File: config.mk
export PLATFORM = sky130hd
export DESIGN_NAME = amp_fault_mgr
export DESIGN_NICKNAME = d
export VERILOG_FILES = /design/src/rtl/amp_fault_pkg.sv /design/src/rtl/amp_chnl_ctrl.sv /design/src/rtl/amp_fault_mgr.sv
export SDC_FILE = /design/constraint.sdc
export NUM_CORES = 1
export LEC_CHECK = 0
export ABC_AREA = 1
export BUFFER_PORTS_ARGS = -buffer_cell sky130_fd_sc_hd__buf_2
export CORE_ASPECT_RATIO = 1.2
export CORE_MARGIN = 5
export CORE_UTILIZATION = 63
export DETAILED_ROUTE_END_ITERATION = 16
export PLACE_DENSITY_LB_ADDON = 0.08
export SLEW_MARGIN = 30
export SYNTH_ARGS = -nofsm -noshare
export SYNTH_HDL_FRONTEND = slang
export SYNTH_HIERARCHICAL = 1
export SYNTH_SLANG_ARGS = --single-unit
File: constraint.sdc
create_clock -name clk -period 2.1 [get_ports clk]
set_input_delay 0.105 -clock clk [delete_from_list [all_inputs] [get_ports clk]]
set_output_delay 0.105 -clock clk [all_outputs]
set_load 0.01 [all_outputs]
File: src/rtl/amp_fault_pkg.sv
// Shared state encoding, default timing and counter-width helper for the
// amplifier power-up / fault supervisor.
package amp_fault_pkg;

   typedef enum logic [1:0] {
      ST_STARTUP = 2'b00,
      ST_RUN     = 2'b01,
      ST_FAULT   = 2'b10,
      ST_LOCKOUT = 2'b11
   } amp_state_e;

   localparam int unsigned DEF_NUM_AMP      = 2;
   localparam int unsigned DEF_STARTUP_CYC  = 250000;
   localparam int unsigned DEF_DEBOUNCE_CYC = 16;
   localparam int unsigned DEF_RETRY_CYC    = 2500000;
   localparam int unsigned DEF_MAX_RETRY    = 3;

   // Bits needed to count 0..n-1, never less than one bit.
   function automatic int unsigned cnt_w(input int unsigned n);
      return (n <= 1) ? 1 : $clog2(n);
   endfunction

endpackage

File: src/rtl/amp_chnl_ctrl.sv
// One amplifier channel: fault synchroniser, debounce, shared timer,
// retry counter and STARTUP/RUN/FAULT/LOCKOUT sequencing.
module amp_chnl_ctrl
   import amp_fault_pkg::*;
#(
   parameter int unsigned STARTUP_CYC  = DEF_STARTUP_CYC,
   parameter int unsigned DEBOUNCE_CYC = DEF_DEBOUNCE_CYC,
   parameter int unsigned RETRY_CYC    = DEF_RETRY_CYC,
   parameter int unsigned MAX_RETRY    = DEF_MAX_RETRY
) (
   input  logic clk,
   input  logic rst_n,
   input  logic flt_n,
   input  logic clr_fault,
   output logic sht_dwn,
   output logic fault_sticky,
   output logic locked_out
);

   localparam int unsigned TMR_MAX = (STARTUP_CYC > RETRY_CYC) ? STARTUP_CYC : RETRY_CYC;
   localparam int unsigned TMR_W   = cnt_w(TMR_MAX);
   localparam int unsigned DEB_W   = cnt_w(DEBOUNCE_CYC);
   localparam int unsigned RTY_W   = cnt_w(MAX_RETRY + 1);

   localparam logic [TMR_W-1:0] START_LAST = TMR_W'(STARTUP_CYC - 1);
   localparam logic [TMR_W-1:0] RETRY_LAST = TMR_W'(RETRY_CYC - 1);
   localparam logic [DEB_W-1:0] DEB_LAST   = DEB_W'(DEBOUNCE_CYC - 1);
   localparam logic [RTY_W-1:0] RTY_MAX    = RTY_W'(MAX_RETRY);

   logic [1:0]       sync_q;
   logic             flt_s;
   amp_state_e       state, next_state;
   logic [TMR_W-1:0] tmr_q, tmr_d;
   logic [DEB_W-1:0] deb_q, deb_d;
   logic [RTY_W-1:0] rty_q, rty_d;
   logic             sht_dwn_d, sticky_d, locked_d;

   // Two-flop synchroniser; idles high so reset never looks like a fault.
   always_ff @(posedge clk or negedge rst_n) begin
      if (!rst_n) sync_q <= 2'b11;
      else        sync_q <= {sync_q[0], flt_n};
   end

   assign flt_s = sync_q[1];

   // State, counters and registered outputs.
   always_ff @(posedge clk or negedge rst_n) begin
      if (!rst_n) begin
         state        <= ST_STARTUP;
         tmr_q        <= '0;
         deb_q        <= '0;
         rty_q        <= '0;
         sht_dwn      <= 1'b1;
         fault_sticky <= 1'b0;
         locked_out   <= 1'b0;
      end else begin
         state        <= next_state;
         tmr_q        <= tmr_d;
         deb_q        <= deb_d;
         rty_q        <= rty_d;
         sht_dwn      <= sht_dwn_d;
         fault_sticky <= sticky_d;
         locked_out   <= locked_d;
      end
   end

   // Next state and counter updates.
   always_comb begin
      next_state = state;
      tmr_d      = tmr_q + TMR_W'(1);
      deb_d      = '0;
      rty_d      = rty_q;
      case (state)
         ST_STARTUP: begin
            if (tmr_q == START_LAST) next_state = ST_RUN;
         end
         ST_RUN: begin
            if (!flt_s) begin
               if (deb_q == DEB_LAST) next_state = ST_FAULT;
               else                   deb_d      = deb_q + DEB_W'(1);
            end
            // Clean-run timer saturates and forgives earlier retries.
            if (tmr_q == RETRY_LAST) begin
               tmr_d = tmr_q;
               if (next_state == ST_RUN) rty_d = '0;
            end
         end
         ST_FAULT: begin
            if (rty_q == RTY_MAX) begin
               next_state = ST_LOCKOUT;
            end else if (tmr_q == RETRY_LAST) begin
               next_state = ST_STARTUP;
               rty_d      = rty_q + RTY_W'(1);
            end
         end
         ST_LOCKOUT: begin
            tmr_d = '0;
            if (clr_fault) begin
               next_state = ST_STARTUP;
               rty_d      = '0;
            end
         end
         default: next_state = ST_STARTUP;
      endcase
      if (next_state != state) begin
         tmr_d = '0;
         deb_d = '0;
      end
   end

   // Outputs decoded from the next state; a FAULT entry beats a same-cycle clear.
   always_comb begin
      sht_dwn_d = (next_state != ST_RUN);
      locked_d  = (next_state == ST_LOCKOUT);
      sticky_d  = fault_sticky;
      if (clr_fault) sticky_d = 1'b0;
      if ((next_state == ST_FAULT) && (state != ST_FAULT)) sticky_d = 1'b1;
   end

endmodule

File: src/rtl/amp_fault_mgr.sv
// Multi-amplifier power-up / fault supervisor: one channel controller per
// amp plus a registered mute that is high while any amp is shut down.
module amp_fault_mgr
   import amp_fault_pkg::*;
#(
   parameter int unsigned NUM_AMP      = DEF_NUM_AMP,
   parameter int unsigned STARTUP_CYC  = DEF_STARTUP_CYC,
   parameter int unsigned DEBOUNCE_CYC = DEF_DEBOUNCE_CYC,
   parameter int unsigned RETRY_CYC    = DEF_RETRY_CYC,
   parameter int unsigned MAX_RETRY    = DEF_MAX_RETRY
) (
   input  logic               clk,
   input  logic               rst_n,
   input  logic [NUM_AMP-1:0] Flt_n,
   input  logic               clr_fault,
   output logic [NUM_AMP-1:0] sht_dwn,
   output logic [NUM_AMP-1:0] fault_sticky,
   output logic [NUM_AMP-1:0] locked_out,
   output logic               mute
);

   for (genvar i = 0; i < int'(NUM_AMP); i++) begin : g_chnl
      amp_chnl_ctrl #(
         .STARTUP_CYC  (STARTUP_CYC),
         .DEBOUNCE_CYC (DEBOUNCE_CYC),
         .RETRY_CYC    (RETRY_CYC),
         .MAX_RETRY    (MAX_RETRY)
      ) u_chnl (
         .clk          (clk),
         .rst_n        (rst_n),
         .flt_n        (Flt_n[i]),
         .clr_fault    (clr_fault),
         .sht_dwn      (sht_dwn[i]),
         .fault_sticky (fault_sticky[i]),
         .locked_out   (locked_out[i])
      );
   end

   always_ff @(posedge clk or negedge rst_n) begin
      if (!rst_n) mute <= 1'b1;
      else        mute <= |sht_dwn;
   end

endmodule
# Yosys cells after proc, flatten, opt, wreduce, memory -nomap -nowiden
# Cells that the tools add are included.
[word_totals]
reg_bits = 71
out_inout_bits = 7
input_bits = 5
[op_classes]
eq_ne = 38
reduce_logical = 11
n_addsub = 6
mux = 44
[op_table]
columns = ["cell", "n"]
rows = [
  ["2-to-1 mux 22 bit", 4],
  ["case mux 22 bit (2 select lines)", 2],
  ["2-to-1 mux 2 bit", 23],
  ["adder 22 x 1 -> 22 bit, second input constant", 2],
  ["equality test 22 x 18 -> 1 bit, second input constant", 2],
  ["equality test 22 bit, second input constant", 2],
  ["2-to-1 mux 4 bit", 8],
  ["equality test 2 bit, second input constant", 10],
  ["!= test 2 x 1 -> 1 bit, second input constant", 8],
  ["case mux 2 bit (4 select lines)", 2],
  ["!= test 2 bit, second input constant", 6],
  ["case mux 2 bit (3 select lines)", 2],
  ["AND reduction 6 bit", 2],
  ["adder 4 x 1 -> 4 bit, second input constant", 2],
  ["equality test 2 x 1 -> 1 bit, second input constant", 4],
  ["equality test 4 bit, second input constant", 2],
  ["!= test 3 bit, second input constant", 2],
  ["nonzero test 3 bit", 2],
  ["adder 2 x 1 -> 2 bit, second input constant", 2],
  ["logical NOT 2 bit", 2],
  ["!= test 2 bit", 2],
  ["nonzero test 2 bit", 2],
  ["2-to-1 mux 1 bit", 3],
  ["logical AND 1 bit", 2],
  ["OR reduction 2 bit", 1],
]

# Logic depth before layout (Yosys ltp)
[logic_depth]
ltp_word = 8
ltp_mapped = 11
mapped_depth_nobuf = 10

# By module
# Netlist, hierarchy kept.
[modules_own_cells]
columns = ["mod", "cells_each", "area_each_um2", "instances"]
rows = [
  ["amp_chnl_ctrl", 328, 2215.9, 2],
  ["amp_fault_mgr", 4, 37.5, 1],
]

# Worst setup path before layout
# OpenSTA, ideal clock, no wires.
[synth_path]
kind = "register to register"
start = "register g_chnl[0].u_chnl.tmr_q[0]"
end = "register g_chnl[0].u_chnl.tmr_q[12]"
arrival_time_ns = 1.514
required_ns = 1.978
path_slack_ns = 0.464
synth_period_minus_slack_ns = 1.636
path_stages_with_launch = 12
path_cell_list = "dfrtp_1 -> ha_1 -> nand2_1 -> nor2_4 -> nand3_2 -> nor2_1 -> nand2_1 -> nand3_1 -> nand2_1 -> nand2_4 -> buf_12 -> nor2_2"
[synth_between]
elab_chain_len = 6
elab_cells_between_ends = 12
classes_between = "add/sub: 1; eq/ne: 4; mux: 7"
[synth_rtl]
columns = ["item", "line", "rtl"]
rows = [
  ["start, declared", "amp_chnl_ctrl.sv:33", "logic [TMR_W-1:0] tmr_q, tmr_d;"],
  ["start signal, assigned", "amp_chnl_ctrl.sv:58", "tmr_q <= tmr_d;"],
  ["branches (longest 6 deep; another with adder 22 x 1 -> 22 bit)", "n/a", ""],
]
# Several ways; the timed one is not identified. The select of a mux whose other input is x is not followed.
# A chain may end at the register's enable or synchronous reset.

# Final worst setup path
[layout_path]
start = "register g_chnl[0].u_chnl.tmr_q[0]"
end = "register g_chnl[0].u_chnl.rty_q[0]"
[layout_between]
elab_chain_len = 3
elab_cells_between_ends = 4
classes_between = "eq/ne: 3; reduce/logical: 1"
[layout_rtl]
columns = ["item", "line", "rtl"]
rows = [
  ["equality test 22 bit (*)", "amp_chnl_ctrl.sv:83, amp_chnl_ctrl.sv:91", ""],
  ["!= test 2 x 1 -> 1 bit (no source line)", "n/a", ""],
  ["AND reduction 6 bit (no source line) (*)", "n/a", ""],
  ["end signal, assigned", "amp_chnl_ctrl.sv:60", "rty_q <= rty_d;"],
  ["end, declared", "amp_chnl_ctrl.sv:35", "logic [RTY_W-1:0] rty_q, rty_d;"],
]
# Mark *: on every way between the ends. The rest lies on a longest branch, timed or not.

==> flow_summary.yaml <==
global_routing:
  grt_start_max_net_pins: 47
  grt_pass1_vias: 4152
  gr-total-overflow: 0
  antenna_found_initial: 0
  grt_pass1_wl_mm: 18.20
  track_usage_pct: 26.12
power:
  p_per_area_mw_per_mm2: 915.1
  ir_drop_mv: 0.7527
  p_leak_nw: 2.284
layout:
  drive_gt1_share_pct: 12.50
  final_cell_mix: "nand2_1, nor2_1, inv_1"
  regArea_mm2: 0.001788
  n_fill_cell: 606
  antennaDiodeCount: 0
  multi_input_area_mm2: 0.002261
  layout_commonest_cell: "nand2_1"
  area_growth_pct: 9.099
  final_nets: 694
synthesis:
  yosys_warnings: 6
  yosysSeqAreaShare_pct: 39.95
  netlist_area_mm2: 0.004469
  yosys_register_bits: 71
  syn_area_per_cell_um2: 6.772
  synth_cell_type_count: 26
  syn_nets: 671
  synthCells: 660
detailed_routing:
  routed_wirelength_mm: 10.96
  viasPerCell: 5.486
  post_drt_wl_per_cell_um: 14.14
  drt_iter0_drc: 184
  vias: 4252
  ant_nets: 0
  firstDrtPassIters: 5
  drt_drc_violations_left: 0
timing:
  fin_ws_ns: 0.1693
  rsz0062_at_grt: "false"
  drv_slew: 0
  setup_violations: 0
  worst_pin_slew_ns: 0.5861
  relSlewSlack_pct: 60.93
  setup-tns-final_ns: 0
  finalCritPeriodShare_pct: 91.94
  finalHoldViolations: 0
  fmax_mhz: 517.9
  period_minus_slack_ns: 1.931
  finalClockSkew_ns: 0.01528
critical_path:
  cp_max_fo: 7
  crit_path_max_incr_delay_ns: 0.42
  worst_path_most_repeated_cell: "nand2_1"
  arrival_ns: 2.17
  crit_type: "reg2reg"
  crit_chain: "ha_1 -> nand3_1 -> nor2_2 -> nand3_1 -> a21oi_1 -> nand2_1 -> nand2_1 -> nand2_1"
  start_kind: "register"
  cp.required_ns: 2.34
  crit_slowest_cell: "dfrtp_2"
  end_kind: "register"
floorplanning:
  start_util_pct: 64.82
  die-area_mm2: 0.008885
  core_mm2: 0.006895
  ios: 12
  die_h_um: 102.3
  fp.dieW_um: 86.89
  num_rows: 33
flow_run:
  drv_cap: 0
placed_design:
  dp_hpwl_mm: 8.125
  port_buffers: 11
  dp_slack_ns: 0.1243
  gp_congestion: 1.025
hold_path:
  hold_path.class: "in2async"
clock_tree:
  cts-root-buf: "clkbuf_8"
  htreeDepth: 3
  clk_latency_ns: 0.35
  clock-sinks: 71
  clk_pin_slew_ns: 0.08
  cts_buffer_depth: 2
  cts_buffers: 9
  cts_tree: "done"
status:
  status: "complete, no violations"
-- cell usage after synthesis --
cell | n | area share [%]
nand2_1 | 199 | 17
nor2_1 | 102 | 8.6
inv_1 | 92 | 7.7
nand3_1 | 68 | 7.6
dfrtp_1 | 64 | 36
nand4_1 | 26 | 3.6
nor2_2 | 24 | 3.4
o21ai_0 | 16 | 1.8
a21oi_1 | 8 | 0.90
nor3_1 | 8 | 0.90
dfstp_2 | 7 | 4.1
ha_1 | 6 | 1.7
inv_2 | 6 | 0.50
clkbuf_1 | 4 | 0.34
nand3b_1 | 4 | 0.67
nor3_2 | 4 | 0.90
or2_2 | 4 | 0.56
a22o_1 | 2 | 0.39
buf_12 | 2 | 0.90
buf_6 | 2 | 0.50
nand2_4 | 2 | 0.50
nand3_2 | 2 | 0.45
nor2_4 | 2 | 0.50
nor3b_1 | 2 | 0.34
o211ai_1 | 2 | 0.34
o22ai_1 | 2 | 0.28
-- final timing paths --
kind / endpoint / cells after the start / slack, ns / from
max: g_chnl[0].u_chnl/rty_q[0] / 8 / 0.17 / g_chnl[0].u_chnl/tmr_q[0]
min: g_chnl[0].u_chnl/tmr_q[10] / 2 / 0.32 / rst_n
max reg2reg: g_chnl[0].u_chnl/rty_q[0] / 8 / 0.17 / g_chnl[0].u_chnl/tmr_q[0]
min reg2reg: g_chnl[0].u_chnl/sync_q[1] / 0 / 0.36 / g_chnl[0].u_chnl/sync_q[0]
max in group asynchronous: g_chnl[0].u_chnl/sht_dwn / 3 / 1.08 / rst_n
min in group clk: g_chnl[0].u_chnl/sync_q[1] / 0 / 0.36 / g_chnl[0].u_chnl/sync_q[0]
-- logic make-up after synthesis --
group	Yosys count	share of synthesized area, %
AO/OA/AOI/OAI	30	3.695
flip-flops	71	39.95
AND/OR/NAND/NOR	447	44.71
buffers and inverters	106	9.966
adder cells (fa/ha/maj)	6	1.680
-- metrics by stage --
stage          area (µm²)  hold slack, ns  power (mW)  util [%]  cells
3_3_place_gp         4606          0.1270       3.167     66.79    755
6_report             4876          0.3177       4.462     70.71    775
2_1_floorplan        4469         -0.1906       3.040         -    660
4_1_cts              4851          0.3252       4.405     70.35    775
5_1_grt              4876          0.3624       4.745     70.71    775
3_5_place_dp         4606          0.1340       3.237     66.79    755
-- power by group --
| part | internal (mW) | leakage, nW | switching, mW | total [mW] |
|---|---|---|---|---|
| Sequential | 1.56 | 0.950 | 0.144 | 1.70 |
| Clock | 0.593 | 0.101 | 0.561 | 1.15 |
| Combinational | 0.447 | 1.23 | 1.16 | 1.61 |
| Total | 2.60 | 2.28 | 1.87 | 4.46 |
-- flip-flops by register name (all words and copies together), names as in the netlist --
register / cells
mute: 1
g_chnl.u_chnl/state: 4
g_chnl.u_chnl/tmr_q: 44
g_chnl.u_chnl/fault_sticky: 2
g_chnl.u_chnl/locked_out: 2
g_chnl.u_chnl/rty_q: 4
g_chnl.u_chnl/deb_q: 8
g_chnl.u_chnl/sync_q: 4
g_chnl.u_chnl/sht_dwn: 2
-- per-layer routing --
| metal | vias to the layer above | GRT usage [%] | routed length [µm] |
|---|---|---|---|
| met3 | 45 | 4.274 | 383 |
| met2 | 127 | 46.29 | 5614 |
| met4 | 0 | 16.91 | 521 |
| met1 | 1947 | 28.63 | 4441 |
| met5 | - | 0 | 0 |
| li1 | 2133 | - | - |
-- what timing repair did --
| action | 4_1_cts | 5_1_grt |
|---|---|---|
| setup buffers | 0 | 0 |
| endpoints found under the hold margin | 27 | 0 |
| setup endpoints to repair | 0 | 56 |
| resized for setup | 0 | 6 |
| hold buffers | 4 | 0 |
-- worst max-delay path: cells and delay by family, from the launching register on --
family	cells	cell delay (ns)
adder cells (fa/ha/maj)	1	0.26
AND/OR/NAND/NOR	6	0.80
flip-flops	1	0.42
AO/OA/AOI/OAI	1	0.33
-- layout make-up --
class                      instances  area share [%]
clock buffer                      11           2.900
clock inverter                     5           1.309
inverter                          98           7.544
multi-input combinational        483           46.37
sequential                        71           36.67
tap                               87           2.232
timing repair buffer              20           2.977
Note: power is estimated with default switching activity, not from simulation.
